==> config.mk <==
export PLATFORM = sky130hd
export DESIGN_NAME = muldiv_unit_flat
export DESIGN_NICKNAME = d
export VERILOG_FILES = /design/src/rtl/muldiv_unit_if.sv /design/src/rtl/muldiv_unit.sv /design/src/flat_wrapper.sv
export SDC_FILE = /design/constraint.sdc
export NUM_CORES = 2
export LEC_CHECK = 0
export CAP_MARGIN = 20
export CORE_MARGIN = 5
export CORE_UTILIZATION = 50
export CTS_BUF_LIST = sky130_fd_sc_hd__clkbuf_8 sky130_fd_sc_hd__clkbuf_16
export CTS_CLUSTER_DIAMETER = 150
export DETAILED_ROUTE_END_ITERATION = 10
export PLACE_DENSITY = 0.75
export RECOVER_POWER = 25
export SLEW_MARGIN = 5
export SYNTH_ARGS = -nofsm -noshare
export SYNTH_HDL_FRONTEND = slang
export SYNTH_SLANG_ARGS = --single-unit
==> constraint.sdc <==
create_clock -name clk_i -period 8 [get_ports clk_i]
set_clock_uncertainty 0.15 [all_clocks]
set_input_delay 1.6 -clock clk_i [delete_from_list [all_inputs] [get_ports clk_i]]
set_output_delay 1.6 -clock clk_i [all_outputs]
set_load 0.02 [all_outputs]
==> src/rtl/muldiv_unit_if.sv <==
// -----------------------------------------------------------------------------
// muldiv_unit_if
//
// Request/response bundle between the issue stage, the muldiv_unit and the
// writeback path.
//
//   Request  (master -> slave): valid_i, op_i, word_i, rs1_data_i, rs2_data_i,
//                               rd_i, kill_i
//   Handshake(slave -> master): ready_o, busy_o
//   Response (slave -> master): valid_o, rd_o, rd_data_o
//   Response accept (master -> slave): ready_i
//
// The signal names keep the unit-relative _i/_o suffixes so that they line up
// with the unit's documented port list.
// -----------------------------------------------------------------------------
interface muldiv_unit_if #(
    parameter int XLEN = 64
);
    logic            valid_i;
    logic            ready_o;
    logic [2:0]      op_i;
    logic            word_i;
    logic [XLEN-1:0] rs1_data_i;
    logic [XLEN-1:0] rs2_data_i;
    logic [4:0]      rd_i;
    logic            kill_i;
    logic            valid_o;
    logic            ready_i;
    logic [4:0]      rd_o;
    logic [XLEN-1:0] rd_data_o;
    logic            busy_o;

    // Issue/writeback side.
    modport master (
        output valid_i, op_i, word_i, rs1_data_i, rs2_data_i, rd_i, kill_i,
        output ready_i,
        input  ready_o, busy_o, valid_o, rd_o, rd_data_o
    );

    // Execute unit side.
    modport slave (
        input  valid_i, op_i, word_i, rs1_data_i, rs2_data_i, rd_i, kill_i,
        input  ready_i,
        output ready_o, busy_o, valid_o, rd_o, rd_data_o
    );
endinterface

==> src/rtl/muldiv_unit.sv <==
// -----------------------------------------------------------------------------
// muldiv_unit
//
// Iterative RV64M multiply/divide execute unit. One shift-add (multiply) or
// restoring-divide step per cycle on operand magnitudes, followed by a single
// sign-fix / result-select cycle.
//
// Ports:
//   clk_i  : clock, all state changes on the rising edge
//   rst_i  : asynchronous active-low reset
//   bus    : muldiv_unit_if.slave
//              valid_i/ready_o     request handshake (ready_o = idle)
//              op_i                RISC-V M funct3
//              word_i              W variant (MUL and divide ops only)
//              rs1_data_i/rs2_data_i operands
//              rd_i                destination register index
//              kill_i              pipeline flush
//              valid_o/ready_i     result handshake
//              rd_o/rd_data_o      captured destination and result
//              busy_o              unit not idle
//
// Latency: N+1 cycles from acceptance to valid_o (N = 64, or 32 for W ops);
// divide-by-zero and signed overflow take 1 cycle.
// -----------------------------------------------------------------------------
module muldiv_unit #(
    parameter int XLEN = 64
) (
    input  logic         clk_i,
    input  logic         rst_i,
    muldiv_unit_if.slave bus
);

    localparam logic [2:0] OP_MUL    = 3'b000;
    localparam logic [2:0] OP_MULH   = 3'b001;
    localparam logic [2:0] OP_MULHSU = 3'b010;
    localparam logic [2:0] OP_MULHU  = 3'b011;
    localparam logic [2:0] OP_DIV    = 3'b100;
    localparam logic [2:0] OP_DIVU   = 3'b101;
    localparam logic [2:0] OP_REM    = 3'b110;
    localparam logic [2:0] OP_REMU   = 3'b111;

    typedef enum logic [1:0] {
        IDLE,
        CALC,
        FIX,
        DONE
    } state_e;

    state_e state_q, state_d;

    // Captured request and iteration state.
    logic [2:0]        op_q;
    logic              word_q;
    logic [4:0]        rd_q;
    logic [5:0]        count_q;
    logic              neg_res_q;   // negate product / quotient in FIX
    logic              neg_rem_q;   // negate remainder in FIX
    logic [XLEN-1:0]   opnd_q;      // multiplicand or divisor magnitude
    logic [XLEN-1:0]   acc_hi_q;    // product high half / partial remainder
    logic [XLEN-1:0]   acc_lo_q;    // product low half + multiplier / dividend-quotient
    logic [4:0]        rd_out_q;
    logic [XLEN-1:0]   rd_data_q;

    logic accept;
    logic last_iter;

    assign accept    = (state_q == IDLE) && bus.valid_i && !bus.kill_i;
    assign last_iter = (count_q == (word_q ? 6'd31 : 6'd63));

    // -------------------------------------------------------------------------
    // Request decode: operand extension, magnitudes and special divide cases.
    // -------------------------------------------------------------------------
    logic            is_div;
    logic            eff_word;
    logic            a_signed;
    logic            b_signed;
    logic [XLEN-1:0] a_ext;
    logic [XLEN-1:0] b_ext;
    logic [XLEN-1:0] min_val;
    logic            a_neg;
    logic            b_neg;
    logic [XLEN-1:0] a_mag;
    logic [XLEN-1:0] b_mag;
    logic            div_zero;
    logic            div_ovf;

    // NOTE: every always_comb output gets a default first so no path can
    // leave it unassigned and infer a latch.
    always_comb begin
        is_div   = bus.op_i[2];
        // W has no meaning for MULH*; those run as the 64-bit operation.
        eff_word = bus.word_i && (is_div || (bus.op_i == OP_MUL));
        a_signed = 1'b0;
        b_signed = 1'b0;
        case (bus.op_i)
            OP_MULH, OP_DIV, OP_REM: begin
                a_signed = 1'b1;
                b_signed = 1'b1;
            end
            OP_MULHSU: a_signed = 1'b1;
            default:   ;
        endcase

        // MUL keeps both operands unsigned: the low product bits are the
        // same whether or not the operands are treated as signed.
        if (eff_word) begin
            a_ext   = {{32{a_signed & bus.rs1_data_i[31]}}, bus.rs1_data_i[31:0]};
            b_ext   = {{32{b_signed & bus.rs2_data_i[31]}}, bus.rs2_data_i[31:0]};
            min_val = {{33{1'b1}}, 31'b0};
        end else begin
            a_ext   = bus.rs1_data_i;
            b_ext   = bus.rs2_data_i;
            min_val = {1'b1, {(XLEN-1){1'b0}}};
        end

        a_neg    = a_signed & a_ext[XLEN-1];
        b_neg    = b_signed & b_ext[XLEN-1];
        a_mag    = a_neg ? -a_ext : a_ext;
        b_mag    = b_neg ? -b_ext : b_ext;
        div_zero = is_div && (b_ext == '0);
        div_ovf  = is_div && a_signed && (a_ext == min_val) && (b_ext == '1);
    end

    // -------------------------------------------------------------------------
    // One iteration step.
    // -------------------------------------------------------------------------
    logic [XLEN:0]   mul_sum;
    logic [XLEN:0]   div_shift;
    logic            div_ge;
    logic [XLEN-1:0] div_diff;

    always_comb begin
        // Multiply: add multiplicand when the current multiplier bit is set,
        // then shift the 128-bit {carry, hi, lo} right by one.
        mul_sum   = {1'b0, acc_hi_q} + (acc_lo_q[0] ? {1'b0, opnd_q} : '0);
        // Divide: shift the next dividend bit into the partial remainder and
        // subtract the divisor when it fits.
        div_shift = {acc_hi_q, acc_lo_q[XLEN-1]};
        div_ge    = (div_shift >= {1'b0, opnd_q});
        // Only used when div_ge, so the result always fits in XLEN bits.
        div_diff  = div_shift[XLEN-1:0] - opnd_q;
    end

    // -------------------------------------------------------------------------
    // Sign correction and result select (used in FIX).
    // -------------------------------------------------------------------------
    logic [2*XLEN-1:0] prod_fix;
    logic [XLEN-1:0]   quot_fix;
    logic [XLEN-1:0]   rem_fix;
    logic [XLEN-1:0]   raw;
    logic [XLEN-1:0]   result;

    always_comb begin
        prod_fix = neg_res_q ? -{acc_hi_q, acc_lo_q} : {acc_hi_q, acc_lo_q};
        quot_fix = neg_res_q ? -acc_lo_q : acc_lo_q;
        rem_fix  = neg_rem_q ? -acc_hi_q : acc_hi_q;
        raw      = '0;
        case (op_q)
            // A 32-iteration multiply leaves its 64-bit product at [95:32].
            OP_MUL:                      raw = word_q ? prod_fix[95:32] : prod_fix[63:0];
            OP_MULH, OP_MULHSU, OP_MULHU: raw = prod_fix[2*XLEN-1:XLEN];
            OP_DIV, OP_DIVU:             raw = quot_fix;
            OP_REM, OP_REMU:             raw = rem_fix;
            default:                     raw = '0;
        endcase
        result = word_q ? {{32{raw[31]}}, raw[31:0]} : raw;
    end

    // -------------------------------------------------------------------------
    // FSM
    // -------------------------------------------------------------------------
    always_ff @(posedge clk_i or negedge rst_i) begin
        if (!rst_i) begin
            state_q <= IDLE;
        end else begin
            // NOTE: sequential state uses non-blocking assignments so every
            // register samples its inputs from before the edge.
            state_q <= state_d;
        end
    end

    always_comb begin
        state_d = state_q;
        case (state_q)
            IDLE: begin
                if (accept) begin
                    state_d = (div_zero || div_ovf) ? FIX : CALC;
                end
            end
            CALC: begin
                if (bus.kill_i) begin
                    state_d = IDLE;
                end else if (last_iter) begin
                    state_d = FIX;
                end
            end
            FIX:     state_d = bus.kill_i ? IDLE : DONE;
            DONE: begin
                if (bus.kill_i || bus.ready_i) begin
                    state_d = IDLE;
                end
            end
            default: state_d = IDLE;
        endcase
    end

    // -------------------------------------------------------------------------
    // Datapath registers
    // -------------------------------------------------------------------------
    always_ff @(posedge clk_i or negedge rst_i) begin
        if (!rst_i) begin
            op_q      <= '0;
            word_q    <= 1'b0;
            rd_q      <= '0;
            count_q   <= '0;
            neg_res_q <= 1'b0;
            neg_rem_q <= 1'b0;
            opnd_q    <= '0;
            acc_hi_q  <= '0;
            acc_lo_q  <= '0;
            rd_out_q  <= '0;
            rd_data_q <= '0;
        end else begin
            case (state_q)
                IDLE: begin
                    if (accept) begin
                        op_q      <= bus.op_i;
                        word_q    <= eff_word;
                        rd_q      <= bus.rd_i;
                        count_q   <= '0;
                        neg_res_q <= a_neg ^ b_neg;
                        neg_rem_q <= a_neg;
                        if (div_zero) begin
                            // Final quotient/remainder loaded directly; no
                            // sign correction is applied to them.
                            neg_res_q <= 1'b0;
                            neg_rem_q <= 1'b0;
                            acc_lo_q  <= '1;
                            acc_hi_q  <= a_ext;
                            opnd_q    <= '0;
                        end else if (div_ovf) begin
                            neg_res_q <= 1'b0;
                            neg_rem_q <= 1'b0;
                            acc_lo_q  <= a_ext;
                            acc_hi_q  <= '0;
                            opnd_q    <= '0;
                        end else if (is_div) begin
                            // A W dividend sits in the top half so its bits
                            // are shifted out first.
                            opnd_q   <= b_mag;
                            acc_hi_q <= '0;
                            acc_lo_q <= eff_word ? {a_mag[31:0], 32'b0} : a_mag;
                        end else begin
                            opnd_q   <= a_mag;
                            acc_hi_q <= '0;
                            acc_lo_q <= b_mag;
                        end
                    end
                end
                CALC: begin
                    count_q <= count_q + 6'd1;
                    if (op_q[2]) begin
                        acc_hi_q <= div_ge ? div_diff : div_shift[XLEN-1:0];
                        acc_lo_q <= {acc_lo_q[XLEN-2:0], div_ge};
                    end else begin
                        {acc_hi_q, acc_lo_q} <= {mul_sum, acc_lo_q[XLEN-1:1]};
                    end
                end
                FIX: begin
                    if (!bus.kill_i) begin
                        rd_data_q <= result;
                        rd_out_q  <= rd_q;
                    end
                end
                default: ;
            endcase
        end
    end

    assign bus.ready_o   = (state_q == IDLE);
    assign bus.busy_o    = (state_q != IDLE);
    assign bus.valid_o   = (state_q == DONE);
    assign bus.rd_o      = rd_out_q;
    assign bus.rd_data_o = rd_data_q;

endmodule
==> src/flat_wrapper.sv <==
// flat-port wrapper written by rule: the top's interface ports become plain ports
module muldiv_unit_flat 
#(
    parameter int XLEN = 64
)
  (clk_i, rst_i, bus_valid_i, bus_op_i, bus_word_i, bus_rs1_data_i, bus_rs2_data_i, bus_rd_i, bus_kill_i, bus_ready_i, bus_ready_o, bus_busy_o, bus_valid_o, bus_rd_o, bus_rd_data_o);
  muldiv_unit_if #(.XLEN(XLEN)) bus_i ();
  input  logic clk_i;
  input  logic rst_i;
  input wire logic [$bits(bus_i.valid_i)-1:0] bus_valid_i;
  input wire logic [$bits(bus_i.op_i)-1:0] bus_op_i;
  input wire logic [$bits(bus_i.word_i)-1:0] bus_word_i;
  input wire logic [$bits(bus_i.rs1_data_i)-1:0] bus_rs1_data_i;
  input wire logic [$bits(bus_i.rs2_data_i)-1:0] bus_rs2_data_i;
  input wire logic [$bits(bus_i.rd_i)-1:0] bus_rd_i;
  input wire logic [$bits(bus_i.kill_i)-1:0] bus_kill_i;
  input wire logic [$bits(bus_i.ready_i)-1:0] bus_ready_i;
  output wire logic [$bits(bus_i.ready_o)-1:0] bus_ready_o;
  output wire logic [$bits(bus_i.busy_o)-1:0] bus_busy_o;
  output wire logic [$bits(bus_i.valid_o)-1:0] bus_valid_o;
  output wire logic [$bits(bus_i.rd_o)-1:0] bus_rd_o;
  output wire logic [$bits(bus_i.rd_data_o)-1:0] bus_rd_data_o;
  assign bus_i.valid_i = bus_valid_i;
  assign bus_i.op_i = bus_op_i;
  assign bus_i.word_i = bus_word_i;
  assign bus_i.rs1_data_i = bus_rs1_data_i;
  assign bus_i.rs2_data_i = bus_rs2_data_i;
  assign bus_i.rd_i = bus_rd_i;
  assign bus_i.kill_i = bus_kill_i;
  assign bus_i.ready_i = bus_ready_i;
  assign bus_ready_o = bus_i.ready_o;
  assign bus_busy_o = bus_i.busy_o;
  assign bus_valid_o = bus_i.valid_o;
  assign bus_rd_o = bus_i.rd_o;
  assign bus_rd_data_o = bus_i.rd_data_o;
  muldiv_unit #(.XLEN(XLEN)) u_core (.clk_i(clk_i), .rst_i(rst_i), .bus(bus_i));
endmodule
# == Word level (Yosys, flattened, before mapping) ==
# Cells that the tools add are included.
# totals
latch_bits,0
mem_bits_rw,0
romBits,0
wordCells,116
mem_count,0
reg_bits,280
inputBits,142
output_inout_bits,72
# classes
order_cmp,1
n_mul,0
div_mod_pow,0
n_eq_ne,20
n_shift,0
n_addsub,8
mux,43
n_bitwise,6
n_reduce_logical,26
# op_table
op,count
$mux W64,22
$neg A64 Y64,4
$pmux W64 S2,2
$pmux W64 S4,1
$mux W128,1
$neg A128 Y128,1
$add A64 B65 Y65,1
$ge A65 B64 Y1,1
$eq A64 B64 Y1,1
$eq A64 B64 Y1 const B,1
$logic_not A64 Y1,1
$sub A64 B64 Y64,1
$mux W63,1
$eq A3 B3 Y1 const B,6
$mux W2,6
$mux W6,2
$pmux W6 S2,1
$eq A3 B2 Y1 const B,3
$pmux W2 S4,1
$logic_and A1 B1 Y1,7
$add A6 B1 Y6 const B,1
$eq A3 B1 Y1 const B,2
$eq A6 B6 Y1,1
$logic_not A3 Y1,2
other kinds (17),34

# == Logic depth before layout (Yosys ltp) ==
# depth
ltp_word,13
depth_mapped,16
depth_no_buf,13

# == Least setup slack after synthesis ==
# No wires, ideal clock.
# synth_timing
path_type,in2reg
from,input port bus_rs2_data_i[1]
to,register u_core.acc_lo_q[31]
required_ns,7.773
path_stages,15
arrival_time_ns,4.950
n_path_buf,3
slack_ns,2.823
setup_time_ns,0.077
cell_sequence,inv_1 > ha_1 > or4b_2 > nor3_1 > nand4_1 > or2_0 > clkbuf_1 > or3_1 > or4_1 > clkbuf_1 > nor2b_1 > buf_2 > a211oi_1 > a211oi_1 > a21oi_1
# synth_via
elab_chain_cells,8
elab_cells_between_ends,12
classes_between,add/sub: 1; eq/ne: 1; mux: 7; reduce/logical: 3
# synth_rtl
item,line_no,rtl
"start, declared",flat_wrapper.sv:14,input wire logic [$bits(bus_i.rs2_data_i)-1:0] bus_rs2_data_i;
$mux W64 *,muldiv_unit.sv:106,if (eff_word) begin
$neg A64 Y64,muldiv_unit.sv:119,b_mag = b_neg ? -b_ext : b_ext;
$mux W64,muldiv_unit.sv:119,
$mux W64,muldiv_unit.sv:247,end else if (is_div) begin
$mux W64,muldiv_unit.sv:241,end else if (div_ovf) begin
$mux W64 *,muldiv_unit.sv:233,if (div_zero) begin
$mux W64 *,muldiv_unit.sv:226,if (accept) begin
$pmux W64 S2 *,muldiv_unit.sv:224,case (state_q)
"end signal, assigned",muldiv_unit.sv:244,acc_lo_q <= a_ext;
"end signal, assigned",muldiv_unit.sv:252,"acc_lo_q <= eff_word ? {a_mag[31:0], 32'b0} : a_mag;"
"end signal, assigned",muldiv_unit.sv:256,acc_lo_q <= b_mag;
"end, declared",muldiv_unit.sv:60,logic [XLEN-1:0] acc_lo_q;
# Every way passes the cells marked *; elsewhere a longest branch is shown, timed or not. The select of a mux whose other input is x is not followed.
# A chain may end at the register's enable or synchronous reset.

# == Final worst setup path ==
# layout_timing
from,input port bus_rs2_data_i[0]
to,register u_core.acc_hi_q[56]
# layout_via
elab_chain_cells,6
# layout_rtl
item,line_no,rtl
$mux W64,muldiv_unit.sv:106,
$logic_not A64 Y1,muldiv_unit.sv:120,div_zero = is_div && (b_ext == '0);
$logic_and A1 B1 Y1,muldiv_unit.sv:120,
$mux W64,muldiv_unit.sv:233,
$mux W64,muldiv_unit.sv:226,
$pmux W64 S2,muldiv_unit.sv:224,
"end signal, assigned",muldiv_unit.sv:239,acc_hi_q <= a_ext;
"end signal, assigned",muldiv_unit.sv:263,acc_hi_q <= div_ge ? div_diff : div_shift[XLEN-1:0];
"end signal, assigned",muldiv_unit.sv:266,"{acc_hi_q, acc_lo_q} <= {mul_sum, acc_lo_q[XLEN-1:1]};"
"end, declared",muldiv_unit.sv:59,logic [XLEN-1:0] acc_hi_q;
# No other way between the ends. The select of a mux whose other input is x is not followed.

==> metrics <==
outcome finished with violations; Final Util 56.3%; fin worst setup slack 1.94 ns; number of enable-type register cells in the synthesized netlist 0; vias per inst 7.20; total I/O pin count 214; MaxCap Viol Count 1; number of instances in the synthesized netlist 4580; final-report hold violation count 0; Synth Warn # 0; CP Max Fanout 38; cell with the largest stage delay on the worst path or4b_2; remaining routing DRC violations 0; clk slew on worst S/H paths 0.06 ns; core region area 65400 um^2; number of antenna violations at the first check in global routing 7; net count after synthesis 4858; data required time of the critical path 8.33 ns; Worst setup EP type register; clock insertion delay at the later pin of the skew report 0.59 ns; Slew HR -224%; IR drop worst, VDD 0.200 mV; Max Freq 165 MHz; share of async-settable or async-resettable flops after synthesis 100%; first-pass GRT wire length 243000 um; power density over the cells 439 nW/um^2; Worst EP arrival 6.40 ns; post-synth design cell area 32800 um^2; Hold Buf Count CTS 0; unrepaired setup endpoints after global routing false; total routed wirelength 171000 um; final count of pins violating max slew 82; final critical delay including setup and external delays 6.06 ns; failing checks capacitance limit, slew limit; number of vias after detailed routing 39422; antenna viol nets, final 0; sequential element share of the synthesized area 21.4%; number of post-CTS setup repair buffers 0; Total Nets Final 4853; Crit Path Category input pin to register; final setup violation count 0; commonest cells after routing, fill and taps aside nand2_1, nor2_1, o21ai_0, a21oi_1, dfrtp_1; register bit count reported by yosys 280; measured slew at the worst slew-check pin 4.85 ns; pre-CTS worst setup slack 1.46 ns; number of input and output port buffers inserted 213; Final GP Congestion 1.11; number of clock buffers inserted by TritonCTS 37; Final HPWL DP 131000 um; DIE HEIGHT 266 um; number of detailed-route iterations in the first pass 8; count of routing violations after the opening detailed-route iteration 7080; Top Family by Delay on Critical Path simple AND/OR/NAND/NOR gates; Die Outline Area 70800 um^2; Gates resized, CTS repair 0; CTS tree built; number of core rows 94; share of the clock period used by the worst path after layout 75.8%; most common library cell in the layout ignoring fill and taps nand2_1; P&R area growth vs syn 12.2%; Num Clock Sinks 280; static leakage power 14.5 nW; routed length per placed instance 31.2 um; type of the tightest min-delay check register to register; critical path, cell by cell clkdlybuf4s50_1 > inv_1 > ha_1 > or4b_2 > nor3_1 > nand4_1 > or2_0 > or3_1 > or4_1 > nor2_2 > buf_4 > a22o_1 > a31oi_1 > o221ai_1; power consumption 0.0162 W; Total GRT Usage 45.5%; count of H-tree levels built during CTS 2; critical path launch point type input pin; library cell used as clock root buffer clkbuf_16; grt ovf 0; post-synthesis area per instance 7.16 um^2; maximum cell stage delay along the critical path 0.60 ns; pin count of the biggest net entering global routing 136; distinct cell type count after synthesis 86; initial standard-cell utilization of the core 50.2%; total negative slack for setup checks 0 ns; primary flip-flop cell chosen by synthesis mapping dfrtp_1; maximum clock insertion buffer count 3; layout cell share with drive strength beyond 1 5.13%; vias in the first global route 35259; number of buffer and inverter instances along the worst setup path 3; x dimension of the die 266 um; filler cell count in the final layout 6353
layout make-up:
type                            count  area [um^2]  area share (%)
Sequential cell                   280         7020            19.1
Timing Repair Buffer              314         2920            7.92
Clock buffer                       41          981            2.66
Clock inverter                     26          288           0.782
Inverter                          131          492            1.34
Antenna cell                       11         27.5          0.0748
Tap cell                          864         1080            2.94
Multi-Input combinational cell   3811        24000            65.2
per-stage QoR:
stage | cells | hold WS (ns) | instance area [um^2]
after floorplan | 4580 | 0.289 | 32800
after global placement | 5399 | 0.299 | 35500
after detailed placement | 5400 | 0.305 | 35500
after CTS | 5467 | 0.320 | 36800
after global routing | 5468 | 0.351 | 36800
final | 5478 | 0.319 | 36800
per-layer routing:
metal	wire [um]	part of all wire, %	GRT usage [%]
met1	65500	38	61.9
met3	26300	15	16.3
met4	13300	7.8	25.7
met2	65600	38	62.2
met5	17	0.010	0
flip-flops by register name, summed over array words and instances (netlist names):
name and cells:
u_core.rd_q 5, u_core.neg_rem_q 1, u_core.word_q 1, u_core.acc_hi_q 64, u_core.opnd_q 64, u_core.neg_res_q 1
u_core.bus.rd_o 5, u_core.bus.rd_data_o 64, u_core.op_q 3, u_core.acc_lo_q 64, u_core.state_q 2, u_core.count_q 6
cells in the mapped netlist, drive strengths merged, types with 71 or more instances:
library cell    n  area (um^2)
dfrtp         280         7010
xor2          175         1530
inv           130          488
nor3          119          596
mux2i         131         1310
nand4          72          450
o211ai         71          533
o31ai          74          556
o21ai         432         2170
nand3          96          480
clkbuf        315         1180
a21oi         419         2100
ha            134         1680
xnor2         188         1650
nor2          448         1680
nand2         476         1790
cells by family after synthesis:
| kind of cell | after synthesis | share of synthesized area (%) |
|---|---|---|
| AOI/OAI and AO/OA | 1604 | 31.1 |
| xor gates and xnor gates | 363 | 9.69 |
| adders and majority gates | 136 | 5.23 |
| buffers and inverters | 489 | 5.66 |
| DFF | 280 | 21.4 |
| muxes | 146 | 4.51 |
| and+or+nand+nor | 1562 | 22.4 |
worst paths after layout:
path,to,cells after the start,slack (ns),start
worst max-delay path,u_core.acc_hi_q[56],14,1.94,bus_rs2_data_i[0]
worst min-delay path,u_core.bus.rd_o[4],2,0.32,u_core.rd_q[4]
worst max register to register,u_core.acc_hi_q[56],11,2.24,u_core.acc_hi_q[47]
worst min register to register,u_core.bus.rd_o[4],2,0.32,u_core.rd_q[4]
max in group asynchronous,u_core.op_q[2],2,2.24,rst_i
min in group asynchronous,u_core.bus.rd_data_o[47],1,2.62,rst_i
report_power, final:
part	internal [W]	leakage (nW)	switching [W]
Sequential	0.00202	3.36	0.00114
Clock	0.00105	0.655	0.000730
Combinational	0.00396	10.5	0.00727
worst min-delay path: cells and delay by family (launching register included):
| family | cells | cell delay [ns] |
|---|---|---|
| and+or+nand+nor | 2 | 0.10 |
| DFF | 1 | 0.34 |
No activity file was read; power rests on OpenSTA's default activity.
